[config.mk]
export PLATFORM = sky130hd
export DESIGN_NAME = sd_write
export DESIGN_NICKNAME = d
export VERILOG_FILES = /design/src/rtl/sd_defs.sv /design/src/rtl/sd_byte_tx.sv /design/src/rtl/sd_write.sv
export SDC_FILE = /design/constraint.sdc
export NUM_CORES = 1
export LEC_CHECK = 0
export ABC_AREA = 1
export BUFFER_PORTS_ARGS = -buffer_cell sky130_fd_sc_hd__buf_2
export CAP_MARGIN = 5
export CORE_MARGIN = 2
export CORE_UTILIZATION = 50
export DETAILED_ROUTE_END_ITERATION = 10
export GPL_ROUTABILITY_DRIVEN = 0
export PLACE_DENSITY = 0.66
export SYNTH_ARGS = -nofsm -noshare
export SYNTH_HDL_FRONTEND = slang
export SYNTH_SLANG_ARGS = --single-unit
export TNS_END_PERCENT = 10
[constraint.sdc]
create_clock -name SD_CK -period 2.68 [get_ports SD_CK]
set_clock_uncertainty 0.1 [all_clocks]
set_input_delay 0.268 -clock SD_CK [delete_from_list [all_inputs] [get_ports SD_CK]]
set_output_delay 0.268 -clock SD_CK [all_outputs]
set_load 0.1 [all_outputs]
[src/rtl/sd_defs.sv]
// Shared SD SPI-mode definitions: command bytes, tokens, data-response codes
// and the single-block writer state encoding.
package sd_defs;

  localparam logic [7:0] CMD17       = 8'h51;
  localparam logic [7:0] CMD24       = 8'h58;
  localparam logic [7:0] START_TOKEN = 8'hFE;

  localparam logic [2:0] DRESP_ACCEPT = 3'b010;
  localparam logic [2:0] DRESP_CRC    = 3'b101;
  localparam logic [2:0] DRESP_WERR   = 3'b110;

  typedef enum logic [3:0] {
    ST_IDLE,
    ST_CMD,
    ST_CMD_RESP,
    ST_GAP,
    ST_TOKEN,
    ST_DATA,
    ST_CRC,
    ST_DRESP,
    ST_BUSY,
    ST_DONE,
    ST_FAIL
  } wr_state_t;

  // Command frame as it goes on the wire: command byte, argument, dummy CRC.
  function automatic logic [47:0] cmd_frame(input logic [7:0] cmd, input logic [31:0] arg);
    return {cmd, arg, 8'hFF};
  endfunction

  function automatic logic [15:0] sat_dec(input logic [15:0] v);
    return (v == 16'd0) ? 16'd0 : v - 16'd1;
  endfunction

endpackage

[src/rtl/sd_byte_tx.sv]
// Negedge MSB-first byte shifter for the SD MOSI line. Flags the LSB period
// and raises a one-period byte request while the LSB is on the wire.
module sd_byte_tx (
  input  logic       i_clk,
  input  logic       rst_n,
  input  logic       i_load,
  input  logic       i_shift,
  input  logic       i_req_en,
  input  logic [7:0] i_data,
  output logic       o_bit,
  output logic       o_last,
  output logic       o_wr_req
);

  logic [7:0] r_sh;
  logic [2:0] r_idx;
  logic       r_wr_req;

  // NOTE: sequential state uses non-blocking assignments so every flop sees
  // the pre-edge value of every other flop, independent of statement order.
  always_ff @(negedge i_clk or negedge rst_n) begin
    if (!rst_n) begin
      r_sh     <= 8'hFF;
      r_idx    <= 3'd0;
      r_wr_req <= 1'b0;
    end else begin
      r_wr_req <= 1'b0;
      if (i_load) begin
        r_sh  <= i_data;
        r_idx <= 3'd0;
      end else if (i_shift) begin
        r_sh     <= {r_sh[6:0], 1'b1};
        r_idx    <= r_idx + 3'd1;
        // Request rises together with the LSB so the source has a full period.
        r_wr_req <= i_req_en && (r_idx == 3'd6);
      end
    end
  end

  assign o_bit    = r_sh[7];
  assign o_last   = (r_idx == 3'd7);
  assign o_wr_req = r_wr_req;

endmodule

[src/rtl/sd_write.sv]
// SPI-mode SD single-block writer: CMD24, start token, data block, dummy CRC,
// data-response check and busy wait. MOSI/state on negedge, MISO on posedge.
module sd_write
  import sd_defs::*;
#(
  parameter int BLOCK_BYTES   = 512,
  parameter int RESP_TIMEOUT  = 128,
  parameter int DRESP_TIMEOUT = 16,
  parameter int BUSY_TIMEOUT  = 65535
) (
  input  logic        SD_CK,
  input  logic        rst_n,
  input  logic        init_o,
  input  logic        write_seq,
  input  logic [31:0] addr,
  input  logic [7:0]  wr_data,
  output logic        wr_req,
  input  logic        SD_MISO,
  output logic        SD_MOSI,
  output logic        SD_CSn,
  output logic        busy,
  output logic        ok,
  output logic        err
);

  localparam logic [9:0]  LP_BLOCK = 10'(BLOCK_BYTES);
  localparam logic [15:0] LP_RESP  = 16'(RESP_TIMEOUT);
  localparam logic [15:0] LP_DRESP = 16'(DRESP_TIMEOUT);
  localparam logic [15:0] LP_BUSY  = 16'(BUSY_TIMEOUT);

  wr_state_t   r_state;
  logic [47:0] r_frame;
  logic [5:0]  r_bit_cnt;
  logic [9:0]  r_byte_cnt;
  logic [15:0] r_tmo;
  logic [2:0]  r_tok;
  logic [7:0]  r_rx;
  logic        r_csn;
  logic        r_mosi;
  logic        r_use_tx;
  logic        r_busy;
  logic        r_ok;
  logic        r_err;

  logic       w_tx_load;
  logic       w_tx_shift;
  logic       w_req_en;
  logic [7:0] w_tx_data;
  logic       w_tx_bit;
  logic       w_tx_last;
  logic       w_tx_wr_req;

  always_ff @(posedge SD_CK or negedge rst_n) begin
    if (!rst_n) r_rx <= 8'h00;
    else        r_rx <= {r_rx[6:0], SD_MISO};
  end

  // NOTE: every signal written here gets a default first, so no path through
  // the case leaves one unassigned and no latch is inferred.
  always_comb begin
    w_tx_load  = 1'b0;
    w_tx_shift = 1'b0;
    w_tx_data  = 8'hFF;
    w_req_en   = (r_state == ST_TOKEN) ||
                 ((r_state == ST_DATA) && (r_byte_cnt != LP_BLOCK));
    case (r_state)
      ST_CMD_RESP: w_tx_load = (r_rx == 8'h00);
      ST_GAP, ST_TOKEN, ST_DATA, ST_CRC: begin
        if (!w_tx_last) begin
          w_tx_shift = 1'b1;
        end else begin
          case (r_state)
            ST_GAP: begin
              w_tx_load = 1'b1;
              w_tx_data = START_TOKEN;
            end
            ST_TOKEN: begin
              w_tx_load = 1'b1;
              w_tx_data = wr_data;
            end
            ST_DATA: begin
              w_tx_load = 1'b1;
              w_tx_data = (r_byte_cnt == LP_BLOCK) ? 8'hFF : wr_data;
            end
            default: w_tx_load = (r_byte_cnt == 10'd0);
          endcase
        end
      end
      default: ;
    endcase
  end

  sd_byte_tx u_tx (
    .i_clk    (SD_CK),
    .rst_n    (rst_n),
    .i_load   (w_tx_load),
    .i_shift  (w_tx_shift),
    .i_req_en (w_req_en),
    .i_data   (w_tx_data),
    .o_bit    (w_tx_bit),
    .o_last   (w_tx_last),
    .o_wr_req (w_tx_wr_req)
  );

  always_ff @(negedge SD_CK or negedge rst_n) begin
    if (!rst_n) begin
      r_state    <= ST_IDLE;
      r_frame    <= 48'hFFFF_FFFF_FFFF;
      r_bit_cnt  <= 6'd0;
      r_byte_cnt <= 10'd0;
      r_tmo      <= 16'd0;
      r_tok      <= 3'd0;
      r_csn      <= 1'b1;
      r_mosi     <= 1'b1;
      r_use_tx   <= 1'b0;
      r_busy     <= 1'b0;
      r_ok       <= 1'b0;
      r_err      <= 1'b0;
    end else begin
      case (r_state)
        ST_IDLE: begin
          r_csn    <= 1'b1;
          r_mosi   <= 1'b1;
          r_use_tx <= 1'b0;
          if (init_o && write_seq) begin
            r_frame   <= cmd_frame(CMD24, addr);
            r_bit_cnt <= 6'd0;
            r_ok      <= 1'b0;
            r_err     <= 1'b0;
            r_busy    <= 1'b1;
            r_state   <= ST_CMD;
          end
        end
        ST_CMD: begin
          r_csn     <= 1'b0;
          r_mosi    <= r_frame[47];
          r_frame   <= {r_frame[46:0], 1'b1};
          r_bit_cnt <= r_bit_cnt + 6'd1;
          if (r_bit_cnt == 6'd47) begin
            r_tmo   <= LP_RESP;
            r_state <= ST_CMD_RESP;
          end
        end
        ST_CMD_RESP: begin
          r_mosi <= 1'b1;
          r_tmo  <= sat_dec(r_tmo);
          if (r_rx == 8'h00) begin
            r_use_tx <= 1'b1;
            r_state  <= ST_GAP;
          end else if (r_tmo <= 16'd1) begin
            r_state <= ST_FAIL;
          end
        end
        ST_GAP: if (w_tx_last) r_state <= ST_TOKEN;
        ST_TOKEN: begin
          if (w_tx_last) begin
            r_byte_cnt <= 10'd1;
            r_state    <= ST_DATA;
          end
        end
        ST_DATA: begin
          if (w_tx_last) begin
            if (r_byte_cnt == LP_BLOCK) begin
              r_byte_cnt <= 10'd0;
              r_state    <= ST_CRC;
            end else begin
              r_byte_cnt <= r_byte_cnt + 10'd1;
            end
          end
        end
        ST_CRC: begin
          if (w_tx_last) begin
            if (r_byte_cnt == 10'd0) begin
              r_byte_cnt <= 10'd1;
            end else begin
              r_use_tx  <= 1'b0;
              r_mosi    <= 1'b1;
              r_bit_cnt <= 6'd0;
              r_tmo     <= LP_DRESP;
              r_state   <= ST_DRESP;
            end
          end
        end
        ST_DRESP: begin
          // bit_cnt 0: hunting the start bit; 1..3: status bits; 4: end bit.
          if (r_bit_cnt == 6'd0) begin
            r_tmo <= sat_dec(r_tmo);
            if (!r_rx[0])             r_bit_cnt <= 6'd1;
            else if (r_tmo <= 16'd1)  r_state   <= ST_FAIL;
          end else begin
            r_tok     <= {r_tok[1:0], r_rx[0]};
            r_bit_cnt <= r_bit_cnt + 6'd1;
            if (r_bit_cnt == 6'd4) begin
              if (r_tok == DRESP_ACCEPT) begin
                r_tmo   <= LP_BUSY;
                r_state <= ST_BUSY;
              end else begin
                r_state <= ST_FAIL;
              end
            end
          end
        end
        ST_BUSY: begin
          r_tmo <= sat_dec(r_tmo);
          if (r_rx[0])              r_state <= ST_DONE;
          else if (r_tmo <= 16'd1)  r_state <= ST_FAIL;
        end
        ST_DONE: begin
          r_csn    <= 1'b1;
          r_mosi   <= 1'b1;
          r_use_tx <= 1'b0;
          r_ok     <= 1'b1;
          r_busy   <= 1'b0;
          r_state  <= ST_IDLE;
        end
        ST_FAIL: begin
          r_csn    <= 1'b1;
          r_mosi   <= 1'b1;
          r_use_tx <= 1'b0;
          r_err    <= 1'b1;
          r_busy   <= 1'b0;
          r_state  <= ST_IDLE;
        end
        default: r_state <= ST_IDLE;
      endcase
    end
  end

  assign SD_MOSI = r_use_tx ? w_tx_bit : r_mosi;
  assign SD_CSn  = r_csn;
  assign wr_req  = w_tx_wr_req;
  assign busy    = r_busy;
  assign ok      = r_ok;
  assign err     = r_err;

endmodule
==> implementation parameters <==
Parameter                              Value

Status
  Status ... finished with violations
  Failing checks ... setup timing

Cells and area
  Layout filler cell count ... 1,052
  Area delta synth->final ... 20.4%
  Ratio of cells with drive above 1 in the final layout ... 0.205
  # nets final ... 953
  Diodes inserted ... 0
  Post-Layout Cell Count ... 1,045
  Post-Route Utilization ... 0.616

Die
  Die Span X ... 112 µm
  Starting density of the core ... 0.511
  Placeable core region ... 11,400 µm²
  Rows ... 39
  Y dimension of the die ... 112 µm
  IO Pins ... 51
  Die Outline Area ... 12,500 µm²

Timing
  Final hold vios ... 0
  Tightest slew margin relative to the limit ... 0.634
  Number of max-slew violations in the final report ... 0
  Worst setup slack after layout ... -0.267 ns
  Tightest Pin Transition ... 0.548 ns
  RSZ-0062 raised after global routing ... yes
  Setup tns final ... -1.06 ns
  Final setup violation count ... 16

Logic synthesis
  Area leader, netlist ... sky130_fd_sc_hd__dfstp_2
  Synthesized-area fraction occupied by adder cells ... 0.0215
  Area share of the leading cell type in the synthesized netlist ... 0.226
  Synthesized instance count ... 789
  Post-synthesis xor/xnor area fraction ... 0.0151
  Top area cells in the synthesized netlist ... sky130_fd_sc_hd__dfstp_2, sky130_fd_sc_hd__dfrtn_1, sky130_fd_sc_hd__nand2_1, sky130_fd_sc_hd__nor2_1, sky130_fd_sc_hd__nor3_1
  Share of synthesized flip-flops with an asynchronous set or reset ... 1.00
  Multiplexer share of the synthesized area ... 0.00194
  Synth Net Count ... 844
  Compound-Gate Fraction of Synth Area ... 0.0676
  Library cell with the highest instance count after synthesis ... sky130_fd_sc_hd__nand2_1
  Top cells by instance count after synthesis ... sky130_fd_sc_hd__nand2_1, sky130_fd_sc_hd__nor2_1, sky130_fd_sc_hd__nor3_1
  Yosys Warn Count ... 0
  Leading register cell type out of synthesis ... sky130_fd_sc_hd__dfstp_2
  Area of the mapped netlist ... 5820 µm²
  Simple-Gate Fraction of Synth Area ... 0.366
  Number of distinct library cells after synthesis ... 40
  Synthesized area divided by synthesized cell count ... 7.37 µm²
  Combinational family with the most area after synthesis ... simple AND/OR/NAND/NOR gates
  Number of register bits inferred by synthesis ... 105
  Post-synth EDFFs ... 0
  Sequential fraction of the synthesis area ... 0.463

Route
  First DRT Iteration DRCs ... 355
  Total length of routed wires ... 13.6 mm
  DRC errors left ... 0
  Detailed Routing Iterations Pass 1 ... 5
  Vias post-DR ... 5,457
  Average routed wire per standard cell ... 13.0 µm
  Final ANT Viol Nets ... 0
  Via density ... 5.22

Clock tree
  Root Buffer ... sky130_fd_sc_hd__clkbuf_16
  Bufs on Longest Clock Path ... 2
  Clock transition at the registers of the reported paths ... 0.08 ns
  Later-pin clock latency in the skew report ... 0.42 ns
  Sinks on the clock net ... 105
  H-tree levels ... 3
  TritonCTS clock tree ... built
  TritonCTS buffer count ... 9

Worst setup path
  Reg2reg path depth ... 7
  Standard cell with the maximum stage delay on the critical path ... sky130_fd_sc_hd__dfstp_2
  Kind of start point of the critical path ... register
  Crit. End Element ... output port
  Crit path DAT ... 2.58 ns
  Critical-path cell list ... nand2_2 -> nand2_2 -> buf_12
  Critical Path Fanout Max ... 2
  R2r endpoint ... r_use_tx
  Required time of the worst setup path ... 2.31 ns
  Cell type with the highest occurrence count on the critical path ... sky130_fd_sc_hd__nand2_2
  Launch instance of the worst register-to-register path ... r_rx[0]
  Type of the worst setup path ... reg2out
  R2R setup slack ... -0.12 ns
  Critical Path Max Stage Delay ... 0.53 ns

Power and ir drop
  Total power divided by cell area ... 1190 nW/µm²
  Maximum ir drop on the vdd rail ... 0.573 mV
  Leakage power summed over all cells ... 3.68 nW
  Total power after layout ... 8.33 mW

Job
  Count of maximum capacitance violations ... 0

Global routing
  Total GRT Usage ... 0.221
  Vias in the first global route ... 5,235
  Global-route wire length before repair ... 23.2 mm
  Maximum number of pins on one net before global-route repair ... 44
  Global route total overflow ... 0
  Antenna violations before repair ... 0

Placement
  Total half-perimeter wirelength after legalization and detailed placement ... 9.63 mm
  Number of placed cells counting well taps ... 978
  Number of buffers added on ports ... 50

Min path
  Worst min path class ... in2async
## stage by stage
step	worst slack, ns	hold slack (ns)	area (µm²)
2_1_floorplan	-0.0846	-0.128	5820
3_3_place_gp	-0.244	0.260	6400
3_5_place_dp	-0.263	0.265	6400
4_1_cts	-0.280	0.123	6930
5_1_grt	-0.309	0.170	7000
6_report	-0.267	0.101	7000
## cells in the final DEF (no fill, tap or decap), drive strengths merged, types with 11 or more instances in the layout
master  instances
nor3           69
inv           120
nand4          11
nor2          138
dfrtn          47
a21oi          15
nand3          54
dfstp          50
o21ai          39
buf            73
nand2         222
## kinds of logic after synthesis
| group | after synthesis |
|---|---|
| simple gates | 501 |
| mux | 1 |
| flops | 105 |
| xor+xnor | 10 |
| fa+ha+maj | 10 |
| compound gates | 70 |
| buf+inv | 92 |
## cell type report
type	instances	area [µm²]	area share
multi-input cells	592	2840	0.405
clock inverters	56	255	0.0365
clock buffers	9	225	0.0322
repair buffers	74	569	0.0813
inverters	66	248	0.0354
flip-flops and latches	105	2690	0.384
well taps	143	179	0.0256
## routing by layer
layer  track usage  vias to the layer above  part of all wire
met2         0.362                      130              0.48
li1              -                     2756                 -
met1         0.300                     2556              0.46
met5             0                        -                 0
met4        0.0708                        0             0.011
met3        0.0414                       15             0.048
## state kept, by name (all words and copies together) (netlist names), 3 cells and up
register,count
u_tx.r_sh,8
r_rx,8
r_state,4
r_frame,40
r_tmo,16
r_bit_cnt,6
r_tok,3
u_tx.r_idx,3
r_byte_cnt,10
## repair_timing
action                                  in CTS  in global routing
endpoints found under the setup margin      24                 28
buffers inserted                             1                  1
resized for setup                           14                 16
endpoints found under the hold margin        1                  0
hold buffers                                 1                  0
pin swaps                                    8                 12
## where the power goes
group | switching, mW | leakage [nW] | internal [mW]
Combinational | 2.65 | 2.02 | 1.36
Sequential | 0.376 | 1.25 | 2.36
Clock | 0.827 | 0.412 | 0.754
Total | 3.85 | 3.68 | 4.48
## how the worst max path moves through the flow
stage            startpoint             to  cells after the start
3_3_place_gp        r_rx[6]  u_tx.r_idx[1]                      8
4_1_cts        u_tx.r_sh[7]        SD_MOSI                      3
6_report             r_mosi        SD_MOSI                      3
5_1_grt        u_tx.r_sh[7]        SD_MOSI                      3
2_1_floorplan       r_rx[0]  u_tx.r_idx[1]                      8
3_5_place_dp        r_rx[7]  u_tx.r_idx[1]                      8
## critical path, delay by kind of cell (launching register included)
family	cells	cell delay (ns)
flip-flops	1	0.53
buffers and inverters	1	0.17
AND/OR/NAND/NOR	2	0.13
No activity file was read; power rests on OpenSTA's default activity.
